## config.mk

```make
export PLATFORM = sky130hd
export DESIGN_NAME = xm_latch
export DESIGN_NICKNAME = d
export VERILOG_FILES = /design/src/rtl/xm_latch.sv
export SDC_FILE = /design/constraint.sdc
export NUM_CORES = 1
export LEC_CHECK = 0
export BUFFER_PORTS_ARGS = -buffer_cell sky130_fd_sc_hd__buf_2
export CAP_MARGIN = 25
export CORE_MARGIN = 8
export CORE_UTILIZATION = 48
export CTS_CLUSTER_DIAMETER = 80
export DETAILED_ROUTE_END_ITERATION = 10
export GPL_ROUTABILITY_DRIVEN = 0
export PLACE_DENSITY_LB_ADDON = 0.05
export SYNTH_ARGS = -nofsm -noshare
export SYNTH_HDL_FRONTEND = slang
export SYNTH_SLANG_ARGS = --single-unit
```

## constraint.sdc

```tcl
create_clock -name clock -period 2.28 [get_ports clock]
set_input_delay 0.114 -clock clock [delete_from_list [all_inputs] [get_ports clock]]
set_output_delay 0.114 -clock clock [all_outputs]
set_load 0.05 [all_outputs]
```

## src/rtl/xm_latch.sv

```systemverilog
// xm_latch: execute-to-memory pipeline register.
// Captures the execute-stage instruction, rewrites rd/result for overflow
// traps and jal links, and keeps saturating stall/flush counters.
//
// Pipeline control: stall and flush are level inputs sampled on every rising
// edge. flush wins and loads a bubble. Otherwise stall holds the register.
// Otherwise the register loads the execute stage; if x_valid is 0, it loads a
// bubble instead. There is no ready/backpressure path out of this block.
module xm_latch #(
  parameter int WIDTH = 32,
  parameter int CNTW  = 16
) (
  input  logic             clock,
  input  logic             reset,
  input  logic             stall,
  input  logic             flush,
  input  logic             x_valid,
  input  logic [4:0]       x_opcode,
  input  logic [4:0]       x_aluop,
  input  logic [4:0]       x_rd,
  input  logic [WIDTH-1:0] x_alu_result,
  input  logic [WIDTH-1:0] x_data_b,
  input  logic             x_overflow,
  input  logic [WIDTH-1:0] x_pc,
  output logic             m_valid,
  output logic [4:0]       opcode_old,
  output logic [4:0]       rd_old,
  output logic [WIDTH-1:0] m_result,
  output logic [WIDTH-1:0] m_data_b,
  output logic [WIDTH-1:0] m_pc,
  output logic             m_wren,
  output logic             m_rf_we,
  output logic [CNTW-1:0]  stall_count,
  output logic [CNTW-1:0]  flush_count
);

  localparam logic [4:0] OP_ALU  = 5'b00000;
  localparam logic [4:0] OP_JAL  = 5'b00011;
  localparam logic [4:0] OP_ADDI = 5'b00101;
  localparam logic [4:0] OP_SW   = 5'b00111;
  localparam logic [4:0] OP_LW   = 5'b01000;
  localparam logic [4:0] AL_ADD  = 5'b00000;
  localparam logic [4:0] AL_SUB  = 5'b00001;
  localparam logic [4:0] RD_EXC  = 5'd30;
  localparam logic [4:0] RD_LINK = 5'd31;
  localparam logic [CNTW-1:0] CNT_MAX = '1;

  logic [4:0]       rd_next;
  logic [WIDTH-1:0] result_next;

  // Destination/result rewrite for jal link and overflow exception codes.
  always_comb begin
    rd_next     = x_rd;
    result_next = x_alu_result;
    if (x_opcode == OP_JAL) begin
      rd_next     = RD_LINK;
      result_next = x_pc + WIDTH'(1);
    end else if (x_overflow) begin
      if (x_opcode == OP_ALU && x_aluop == AL_ADD) begin
        rd_next     = RD_EXC;
        result_next = WIDTH'(1);
      end else if (x_opcode == OP_ADDI) begin
        rd_next     = RD_EXC;
        result_next = WIDTH'(2);
      end else if (x_opcode == OP_ALU && x_aluop == AL_SUB) begin
        rd_next     = RD_EXC;
        result_next = WIDTH'(3);
      end
    end
  end

  // Pipeline register: reset > flush (bubble) > stall (hold) > load.
  always_ff @(posedge clock or negedge reset) begin
    if (!reset) begin
      m_valid    <= 1'b0;
      opcode_old <= '0;
      rd_old     <= '0;
      m_result   <= '0;
      m_data_b   <= '0;
      m_pc       <= '0;
    end else if (flush || (!stall && !x_valid)) begin
      m_valid    <= 1'b0;
      opcode_old <= '0;
      rd_old     <= '0;
      m_result   <= '0;
      m_data_b   <= '0;
      m_pc       <= '0;
    end else if (!stall) begin
      m_valid    <= 1'b1;
      opcode_old <= x_opcode;
      rd_old     <= rd_next;
      m_result   <= result_next;
      m_data_b   <= x_data_b;
      m_pc       <= x_pc;
    end
  end

  // Saturating counters; a stall that coincides with a flush counts as a flush only.
  always_ff @(posedge clock or negedge reset) begin
    if (!reset) begin
      stall_count <= '0;
      flush_count <= '0;
    end else if (flush) begin
      if (flush_count != CNT_MAX) flush_count <= flush_count + CNTW'(1);
    end else if (stall) begin
      if (stall_count != CNT_MAX) stall_count <= stall_count + CNTW'(1);
    end
  end

  // Memory write and register-file write enables decoded from the latched stage.
  always_comb begin
    m_wren  = m_valid && (opcode_old == OP_SW);
    m_rf_we = m_valid && (rd_old != 5'd0) &&
              ((opcode_old == OP_ALU) || (opcode_old == OP_ADDI) ||
               (opcode_old == OP_LW)  || (opcode_old == OP_JAL));
  end

endmodule

```

==> out/summary.txt <==
Pre-antenna DRT Iters -> 4
Pwr/cell area -> 789 nW/um2
CP max-delay cell -> dlygate4sd3_1
Dominant synthesized flop cell -> dfrtp_1
Largest net degree at the start of global routing -> 96
Synth unique cells -> 52
Ys async rst share -> 100%
Min-delay worst type -> in2reg
Detail Route Antenna Nets -> 0
Cell Area, Placed -> 7660 um2
Area growth from synthesis to layout -> 50.9%
Filler Cell Count -> 842
Synthesized flop and latch total -> 139
Initial antenna violation count -> 1
DIE AREA -> 16,700 um2
Initial DRC count -> 301
Crit path buf inv count -> 4
Worst hold margin -> 14.7 ps
Post-Syn Area -> 6170 um2
Core Box Area -> 12,600 um2
Final Cell Area -> 9310 um2
Fmax -> 464 MHz
CTS Buf Count -> 17
Xor/xnor share of the synthesized area -> 8.23%
CTS tree -> done
Share of cells above drive strength 1 -> 33.9%
# setup viols final -> 0
Final max-slew violation count -> 0
Largest stage delay on the critical path -> 550 ps
CTS H-tree depth -> 4
Critical path's top delay family -> buffers and inverters
Adder-cell share of the synthesized area -> 0.608%
Clock Tree Buf Depth -> 2
Post-Route WL -> 20,700 um
Die width -> 129 um
Worst Clk Skew -> 6.53 ps
GRT Total Usage -> 24.6%
Avg Vias per Cell -> 5.42
Final nets -> 1,016
Dpl hpwl -> 13,700 um
Clock Latency Late Sink -> 420 ps
Setup tns final -> 0 ps
Worst slew pin tran -> 533 ps
I/O pin cnt -> 258
Clk sinks -> 139
Setup crit start kind -> input pin
Die H -> 129 um
Post-DR wirelength/cell -> 19.0 um
Critical Path End Type -> flop
Pleak -> 4.67 nW
RSZ-0062 raised after global routing -> false
GRT overflow -> 0
First-pass GRT wire length -> 32,200 um
Post-synthesis sequential area ratio -> 56.4%
IO Port Bufs -> 257
Crit Path Category -> in2reg
Critical Path Most Common Cell -> dlygate4sd3_1
Cell Count, Final, Fillers Out -> 1,087
Fin crit share -> 94.5%
Slew headroom -> 64.4%
Run status -> complete, no violations
Number of global-route vias before repair -> 6,222
Placed cells -> 950
Root Driver -> clkbuf_16
Drt drc -> 0
Row count -> 41
Net Count, Synth -> 663
Post-synth EDFFs -> 0
IR drop worst, VDD -> 0.438 mV
Initial core utilization -> 49.1%
Post-Synth Simple-Gate Area -> 14.0%
Vias -> 5,892
Largest family of logic cells by synthesized area -> compound AO/OA/AOI/OAI gates
CP arrival -> 2460 ps
Required time of the critical path -> 2580 ps
Max cap viols -> 0
Clock slew at reported path FFs -> 50 ps
Final Hold Viols -> 0
Post-layout min period -> 2150 ps
Post-CTS Setup Bufs -> 0
Post-Syn Area per Cell -> 11.4 um2
Multiplexer area fraction after synthesis -> 0.527%
Cells after synthesis -> 543
Critical path cell sequence -> dlygate4sd3_1 -> buf_2 -> nor4_2 -> a21boi_1 -> o21a_1 -> buf_6 -> a22oi_1 -> o21ai_1 -> dlygate4sd3_1
Synth warn -> 0
Crit-path max FO -> 30
Synth Area in Compound Gates -> 17.9%
sequential cells by signal, indices dropped and copies added (netlist names):
signal,cells
m_result,32
m_valid,1
opcode_old,5
flush_count,16
m_pc,32
stall_count,16
m_data_b,32
rd_old,5
layout by cell type, fill, tap and decap left out, drive strengths merged, types with 2 or more instances in the layout:
cell type and n:
a22o 66, ha 3, xor2 12, o21ai 35
a221o 4, nor2 21, inv 4, and4 8
mux2 2, nand2b 2, xnor2 46, a21boi 2
dfrtp 139, a21oi 6, nand4b 3, nor2b 3
nor4 9, clkbuf 23, diode 7, buf 265
and3 12, bufinv 4, nand4 12, a22oi 26
nor3 12, nand2 47, clkinv 4, dlygate4sd3 99
nand3 22
where the power goes:
part / switching [mW] / internal, mW / leakage [nW]
Sequential: 0.182 / 2.65 / 1.88
Clock: 0.983 / 1.90 / 0.307
Combinational: 1.11 / 0.518 / 2.49
cell type report:
cell class / instances / area [um2] / area share, %
inverter: 4 / 15.0 / 0.161
tap: 172 / 215 / 2.31
multi-input combinational: 370 / 2580 / 27.7
clock inverter: 8 / 140 / 1.51
clock buffer: 23 / 478 / 5.14
sequential: 139 / 3480 / 37.4
timing repair buffer: 364 / 2380 / 25.6
antenna: 7 / 17.5 / 0.188
metrics by stage:
| stage | power [mW] | util [%] | worst slack, ps |
|---|---|---|---|
| floorplan | 3.83 | - | 138 |
| global placement | 4.32 | 60.9 | 425 |
| detailed placement | 4.36 | 60.9 | 353 |
| CTS | 7.40 | 73.7 | 5.61 |
| global route | 7.63 | 73.9 | 31.2 |
| finish | 7.34 | 74.1 | 126 |
final timing paths:
| path | start | depth (start not counted) | to | slack [ps] |
|---|---|---|---|---|
| setup reg to reg | stall_count[0] | 5 | stall_count[1] | 280 |
| max in group asynchronous | reset | 3 | stall_count[7] | 1230 |
| hold / removal | x_alu_result[0] | 3 | m_result[0] | 10 |
| setup / recovery | x_opcode[2] | 9 | m_result[30] | 130 |
| hold reg to reg | rd_old[2] | 2 | rd_old[2] | 480 |
| min in group asynchronous | reset | 2 | flush_count[13] | 220 |
cell usage after synthesis, types with 2 or more instances:
master	count	area [um2]
a221o_1	4	40.0
nand4_1	11	68.8
and3_1	11	68.8
nor4_1	7	43.8
nor4_2	2	25.0
and4_1	6	52.6
a22oi_1	26	195
o21ai_1	4	20.0
nor3_1	12	60.1
ha_1	3	37.5
xnor2_1	46	403
inv_1	4	15.0
xor2_1	12	105
a21oi_1	6	30.0
a22o_1	66	578
mux2_2	2	22.5
dfrtp_1	139	3480
buf_1	9	33.8
nand2b_1	2	12.5
clkbuf_1	13	48.8
nand3_1	22	110
nand2_1	47	176
nand4b_1	2	17.5
nor2_1	21	78.8
buf_2	7	35.0
nor2b_1	3	18.8
o21ai_0	31	155
logic make-up (layout without fill, tap and decap cells):
kind of cell    count (synthesis)  in the layout
xor+xnor                       58             58
buf+inv                        34            399
compound gates                148            148
fa+ha+maj                       3              3
other cells                     0              7
mux                             3              3
flops                         139            139
simple gates                  158            158
routing by layer:
layer,global-route usage (%),wire length (um),vias up
met2,40.7,10300,225
met1,28.4,8180,2886
met3,7.52,1560,40
li1,-,-,2741
met5,0,0,-
met4,12.7,588,0
worst reg2reg max path, stage by stage (launching register included):
cell and delay, ps:
dfrtp_1 420, ha_1 230, and3_1 200, and3_1 200, a21boi_1 450, mux2_2 390
repair_timing:
| item | in CTS | in global routing |
|---|---|---|
| gates resized for setup | 0 | 5 |
| setup endpoints to repair | 0 | 1 |
| endpoints found under the hold margin | 149 | 0 |
| hold buffers | 99 | 0 |
Power figures use the tool's default switching activity.
